--- src/rtl/mc_ctrl_pkg.sv ---
// Shared encodings for the multi-cycle main control unit:
// opcodes, ALUOp and pc_src codes, the FSM state enum and the opcode classifier.
package mc_ctrl_pkg;

    localparam logic [3:0] OP_LD    = 4'b0000;
    localparam logic [3:0] OP_ST    = 4'b0001;
    localparam logic [3:0] OP_R_LO  = 4'b0010;
    localparam logic [3:0] OP_R_HI  = 4'b1001;
    localparam logic [3:0] OP_BEQ   = 4'b1011;
    localparam logic [3:0] OP_BNE   = 4'b1100;
    localparam logic [3:0] OP_JMP   = 4'b1101;

    localparam logic [1:0] ALUOP_FUNC = 2'b00;
    localparam logic [1:0] ALUOP_SUB  = 2'b01;
    localparam logic [1:0] ALUOP_ADD  = 2'b10;

    localparam logic [1:0] PC_SEQ    = 2'b00;
    localparam logic [1:0] PC_BRANCH = 2'b01;
    localparam logic [1:0] PC_JUMP   = 2'b10;

    typedef enum logic [3:0] {
        S_IDLE   = 4'd0,
        S_FETCH  = 4'd1,
        S_DECODE = 4'd2,
        S_MEMADR = 4'd3,
        S_MEMRD  = 4'd4,
        S_MEMWR  = 4'd5,
        S_WBLD   = 4'd6,
        S_EXEC   = 4'd7,
        S_WBR    = 4'd8,
        S_BRANCH = 4'd9,
        S_JUMP   = 4'd10,
        S_HALT   = 4'd11
    } state_t;

    typedef enum logic [2:0] {
        C_LD,
        C_ST,
        C_RTYPE,
        C_BEQ,
        C_BNE,
        C_JMP,
        C_ILL
    } op_class_t;

    // Map a 4-bit opcode onto its instruction class.
    function automatic op_class_t op_class(input logic [3:0] op);
        op_class_t c;
        if (op == OP_LD) begin
            c = C_LD;
        end else if (op == OP_ST) begin
            c = C_ST;
        end else if (op >= OP_R_LO && op <= OP_R_HI) begin
            c = C_RTYPE;
        end else if (op == OP_BEQ) begin
            c = C_BEQ;
        end else if (op == OP_BNE) begin
            c = C_BNE;
        end else if (op == OP_JMP) begin
            c = C_JMP;
        end else begin
            c = C_ILL;
        end
        return c;
    endfunction

endpackage

--- src/rtl/mc_control_fsm.sv ---
// Multi-cycle main control FSM for the 16-bit RISC core.
// Sequences each instruction and guards memory handshakes with a timeout.
module mc_control_fsm
    import mc_ctrl_pkg::*;
#(
    parameter int MEM_TIMEOUT = 15,
    parameter int TMR_W       = 4
) (
    input  logic       clk,
    input  logic       rst,
    input  logic [3:0] opcode,
    input  logic       zero,
    input  logic       imem_ready,
    input  logic       dmem_ready,
    output logic [1:0] alu_op,
    output logic       alu_src,
    output logic       reg_dst,
    output logic       reg_write,
    output logic       mem_to_reg,
    output logic       imem_read,
    output logic       dmem_read,
    output logic       dmem_write,
    output logic       ir_write,
    output logic       pc_write,
    output logic [1:0] pc_src,
    output logic       halted,
    output logic       bus_error
);

    localparam logic [TMR_W-1:0] TMO = TMR_W'(MEM_TIMEOUT);

    state_t           state;
    state_t           state_nxt;
    logic [TMR_W-1:0] wait_cnt;
    logic             stall;
    logic             timeout;
    op_class_t        cls;

    assign cls = op_class(opcode);

    // A memory-wait state whose handshake has not completed this cycle.
    always_comb begin
        stall = 1'b0;
        unique case (state)
            S_FETCH: stall = ~imem_ready;
            S_MEMRD: stall = ~dmem_ready;
            S_MEMWR: stall = ~dmem_ready;
            default: stall = 1'b0;
        endcase
    end

    assign timeout = stall && (wait_cnt == TMO);

    // State register.
    always_ff @(posedge clk) begin
        if (rst) begin
            state <= S_IDLE;
        end else begin
            state <= state_nxt;
        end
    end

    // Wait counter: restarts on each state change, counts stalled cycles.
    always_ff @(posedge clk) begin
        if (rst) begin
            wait_cnt <= '0;
        end else if (state_nxt != state) begin
            wait_cnt <= '0;
        end else if (stall) begin
            wait_cnt <= wait_cnt + 1'b1;
        end
    end

    // Sticky bus error, raised on the edge that enters HALT by timeout.
    always_ff @(posedge clk) begin
        if (rst) begin
            bus_error <= 1'b0;
        end else if (timeout) begin
            bus_error <= 1'b1;
        end
    end

    // Next-state logic.
    always_comb begin
        state_nxt = state;
        unique case (state)
            S_IDLE: state_nxt = S_FETCH;
            S_FETCH: begin
                if (imem_ready) begin
                    state_nxt = S_DECODE;
                end else if (timeout) begin
                    state_nxt = S_HALT;
                end
            end
            S_DECODE: begin
                unique case (cls)
                    C_LD, C_ST:   state_nxt = S_MEMADR;
                    C_RTYPE:      state_nxt = S_EXEC;
                    C_BEQ, C_BNE: state_nxt = S_BRANCH;
                    C_JMP:        state_nxt = S_JUMP;
                    default:      state_nxt = S_HALT;
                endcase
            end
            S_MEMADR: begin
                state_nxt = (cls == C_LD) ? S_MEMRD : S_MEMWR;
            end
            S_MEMRD: begin
                if (dmem_ready) begin
                    state_nxt = S_WBLD;
                end else if (timeout) begin
                    state_nxt = S_HALT;
                end
            end
            S_MEMWR: begin
                if (dmem_ready) begin
                    state_nxt = S_FETCH;
                end else if (timeout) begin
                    state_nxt = S_HALT;
                end
            end
            S_WBLD:   state_nxt = S_FETCH;
            S_EXEC:   state_nxt = S_WBR;
            S_WBR:    state_nxt = S_FETCH;
            S_BRANCH: state_nxt = S_FETCH;
            S_JUMP:   state_nxt = S_FETCH;
            S_HALT:   state_nxt = S_HALT;
            default:  state_nxt = S_IDLE;
        endcase
    end

    // Output decode from state; FETCH and BRANCH qualify pc/ir writes.
    always_comb begin
        alu_op     = ALUOP_FUNC;
        alu_src    = 1'b0;
        reg_dst    = 1'b0;
        reg_write  = 1'b0;
        mem_to_reg = 1'b0;
        imem_read  = 1'b0;
        dmem_read  = 1'b0;
        dmem_write = 1'b0;
        ir_write   = 1'b0;
        pc_write   = 1'b0;
        pc_src     = PC_SEQ;
        halted     = 1'b0;
        unique case (state)
            S_FETCH: begin
                imem_read = 1'b1;
                ir_write  = imem_ready;
                pc_write  = imem_ready;
            end
            S_DECODE, S_MEMADR: begin
                alu_op  = ALUOP_ADD;
                alu_src = 1'b1;
            end
            S_MEMRD: dmem_read = 1'b1;
            S_MEMWR: dmem_write = 1'b1;
            S_WBLD: begin
                reg_write  = 1'b1;
                mem_to_reg = 1'b1;
            end
            S_WBR: begin
                reg_write = 1'b1;
                reg_dst   = 1'b1;
            end
            S_BRANCH: begin
                alu_op   = ALUOP_SUB;
                pc_src   = PC_BRANCH;
                pc_write = (cls == C_BEQ) ? zero : ~zero;
            end
            S_JUMP: begin
                pc_write = 1'b1;
                pc_src   = PC_JUMP;
            end
            S_HALT: halted = 1'b1;
            default: begin
                alu_op = ALUOP_FUNC;
            end
        endcase
    end

endmodule

--- config.mk ---
export PLATFORM = sky130hd
export DESIGN_NAME = mc_control_fsm
export DESIGN_NICKNAME = d
export VERILOG_FILES = /design/src/rtl/mc_ctrl_pkg.sv /design/src/rtl/mc_control_fsm.sv
export SDC_FILE = /design/constraint.sdc
export NUM_CORES = 1
export LEC_CHECK = 0
export ABC_AREA = 1
export BUFFER_PORTS_ARGS = -buffer_cell sky130_fd_sc_hd__buf_4
export CORE_MARGIN = 2
export CORE_UTILIZATION = 30
export DETAILED_ROUTE_END_ITERATION = 7
export SKIP_LAST_GASP = 1
export SYNTH_ARGS = -nofsm -noshare
export SYNTH_HDL_FRONTEND = slang
export SYNTH_SLANG_ARGS = --single-unit
export TNS_END_PERCENT = 1
--- constraint.sdc ---
create_clock -name clk -period 1.9 [get_ports clk]
set_input_delay 0 -clock clk [delete_from_list [all_inputs] [get_ports clk]]
set_output_delay 0 -clock clk [all_outputs]
set_load 0.005 [all_outputs]
==> run metrics <==
outcome=completed; FMAX=0.604 GHz; clock network latency to the later pin of the worst-skew pair=0.27 ns; peak supply drop=0.000504 V; CP cell instances=nor2_1 > nand2_1 > nor2_1 > buf_4 > inv_1 > o221ai_1 > buf_4; number of global-route vias before repair=805; synthesized instance count=128; synth unique cells=26; main flop type after synthesis=dfxtp_1; initial antenna violation count=0; most frequent cells in the layout=nor2_1 (25), buf_4 (24), nand2_1 (23); Design Area, Final=0.00101 mm^2; Final setup violation count=0; mapped cell area=779 um^2; drt drc=0; port bufs=23; M1 WL=917 um; Flop pwr share=0.254; EDFF count, synth=0; total track usage=0.150; routed wl met3=113 um; drt via density=4.68; Cell Rows=18; Die Width=55.0 um; Hold Fails Final Rpt=0; 1st-iter DRT viols=35; TritonCTS Buffers=3; antenna-violating nets left=0; DR WL/cell=10.3 um; CTS tree=yes; path depth of the worst reg2reg path=12; Overflow after GRT=0; period utilization=0.871; CP Buf/Inv Count=3; Routed WL=1.91 mm; synth warn=0; CP Data Required Time=1.90 ns; Slew Limit Fails=0; n_diodes=0; min cycle time layout=1.65 ns; H-tree depth=1; CP delay by family, top=simple AND/OR/NAND/NOR gates; die span in y=55.0 um; dpl cell area=976 um^2; critical path depth in cells=7; uppermost layer routed=met4; most common cell after layout, fill and taps aside=nor2_1; register area share after synthesis=0.231; HPWL Detailed=1.60 mm; core footprint=0.00248 mm^2; Initial Util=0.315; layout cell share with drive strength beyond 1=0.277; unrepaired setup endpoints after global routing=no; total number of vias=865; clock transition at the registers of the reported paths=0.06 ns; Slowest-stage cell, CP=dfxtp_1; Comb pwr share=0.601; WL met2=844 um; Critical Path AT=1.65 ns; worst slew pin tran=0.299 ns; PwrDens=1060 mW/mm^2; Avg Cell Area, Syn=6.09 um^2; I/O pins=24; leakage power=0.522 nW; number of nets in the layout=166; routability-driven placement congestion ratio=0.835; clock power share=0.145; post-route setup slack=0.245 ns; slowest stage delay, CP=0.38 ns; Setup Skew=0.00435 ns; Sw Ratio=0.471; kind of critical path=reg -> out; asr flop ratio synth=0; Post-Syn Nets=138; pin count of the biggest net entering global routing=10; Max Cap Viol=0; pre-CTS setup slack=0.204 ns; setup bufs post-CTS=0; startpoint types=register; final hold slack=0.153 ns; worst relative slew slack=0.799; Clock Path Buffers=2; clk root buf=clkbuf_4; clock sinks=9; worst hold stages=4; DRT Pass-1 Iters=5; worst-path fanout max=7; setup TNS=0 ns; Synth Register Bits=9; crit end category=primary output; internal power=0.568 mW; HP Class=in -> reg; first-pass GRT wire length=3.29 mm; sw power=0.505 mW; die area=0.00302 mm^2; area grow syn2layout=30.0%
-- state kept, by name, summed over array words and instances, names as in the netlist --
signal,cells
state,4
wait_cnt,4
bus_error,1
-- cells by family (layout without fill, tap and decap cells) --
| family | count (synthesis) | count (layout) | synth area share |
|---|---|---|---|
| compound gates | 10 | 10 | 0.0835 |
| mux | 1 | 1 | 0.0128 |
| flops | 9 | 9 | 0.231 |
| simple gates | 83 | 83 | 0.504 |
| buf+inv | 21 | 48 | 0.119 |
| xor+xnor | 3 | 3 | 0.0337 |
| fa+ha+maj | 1 | 1 | 0.0160 |
-- layer usage --
metal	GRT usage	vias to the layer above
met2	0.228	22
met1	0.209	371
met5	0	-
li1	-	470
met4	0.0650	0
met3	0.0242	2
-- stage by stage --
step	util	power (mW)	std cells
after floorplan	-	0.741	128
after global placement	0.394	0.926	180
after detailed placement	0.394	0.917	180
after CTS	0.409	1.08	185
after global routing	0.409	1.18	185
final	0.409	1.07	185
-- worst reg2reg max path, stage by stage, from the launching register on --
cell and delay (ns):
dfxtp_1 0.43, inv_2 0.13, nand2_1 0.15, inv_1 0.05, nand2_1 0.11, inv_1 0.06
nand2_1 0.09, nand3_1 0.09, nand2_1 0.06, nand3_1 0.07, nor2_1 0.13, nand2_2 0.09
nor2_1 0.09
-- path summary, 6_finish.rpt --
check                               start           to  slack (ns)
worst max register to register   state[0]  wait_cnt[3]        0.28
worst min-delay path            opcode[3]     state[1]        0.15
worst max-delay path             state[2]     pc_write        0.25
worst min register to register  bus_error    bus_error        0.46
-- cells in the mapped netlist, types with 2 or more instances --
| cell type | n | share of area |
|---|---|---|
| nand2_4 | 2 | 0.029 |
| nand4_1 | 3 | 0.024 |
| xnor2_1 | 3 | 0.034 |
| nand2_2 | 6 | 0.048 |
| nor2_1 | 25 | 0.12 |
| nand2_1 | 23 | 0.11 |
| nor2_2 | 4 | 0.032 |
| inv_2 | 2 | 0.0096 |
| dfxtp_1 | 9 | 0.23 |
| inv_1 | 17 | 0.082 |
| a21oi_1 | 3 | 0.019 |
| nand3_1 | 17 | 0.11 |
-- layout make-up --
| cell class | count | area [um^2] |
|---|---|---|
| inverters | 19 | 71.3 |
| multi-input cells | 98 | 507 |
| clock buffers | 4 | 26.3 |
| flip-flops and latches | 9 | 181 |
| well taps | 30 | 37.5 |
| repair buffers | 25 | 190 |
| fillers | 273 | 1460 |
-- power groups by stage --
| stage | Clock (mW) | Combinational (mW) | Sequential [mW] |
|---|---|---|---|
| after floorplan | 0 | 0.490 | 0.251 |
| after global placement | 0 | 0.651 | 0.275 |
| after detailed placement | 0 | 0.643 | 0.274 |
| after CTS | 0.160 | 0.647 | 0.270 |
| after global routing | 0.171 | 0.734 | 0.278 |
| final | 0.155 | 0.645 | 0.273 |
-- repair_timing --
item	in CTS	in global routing
setup endpoints to repair	0	4
resized for setup	0	1
hold endpoints to repair	4	0
hold buffers	1	0
No activity file was read; power rests on OpenSTA's default activity.
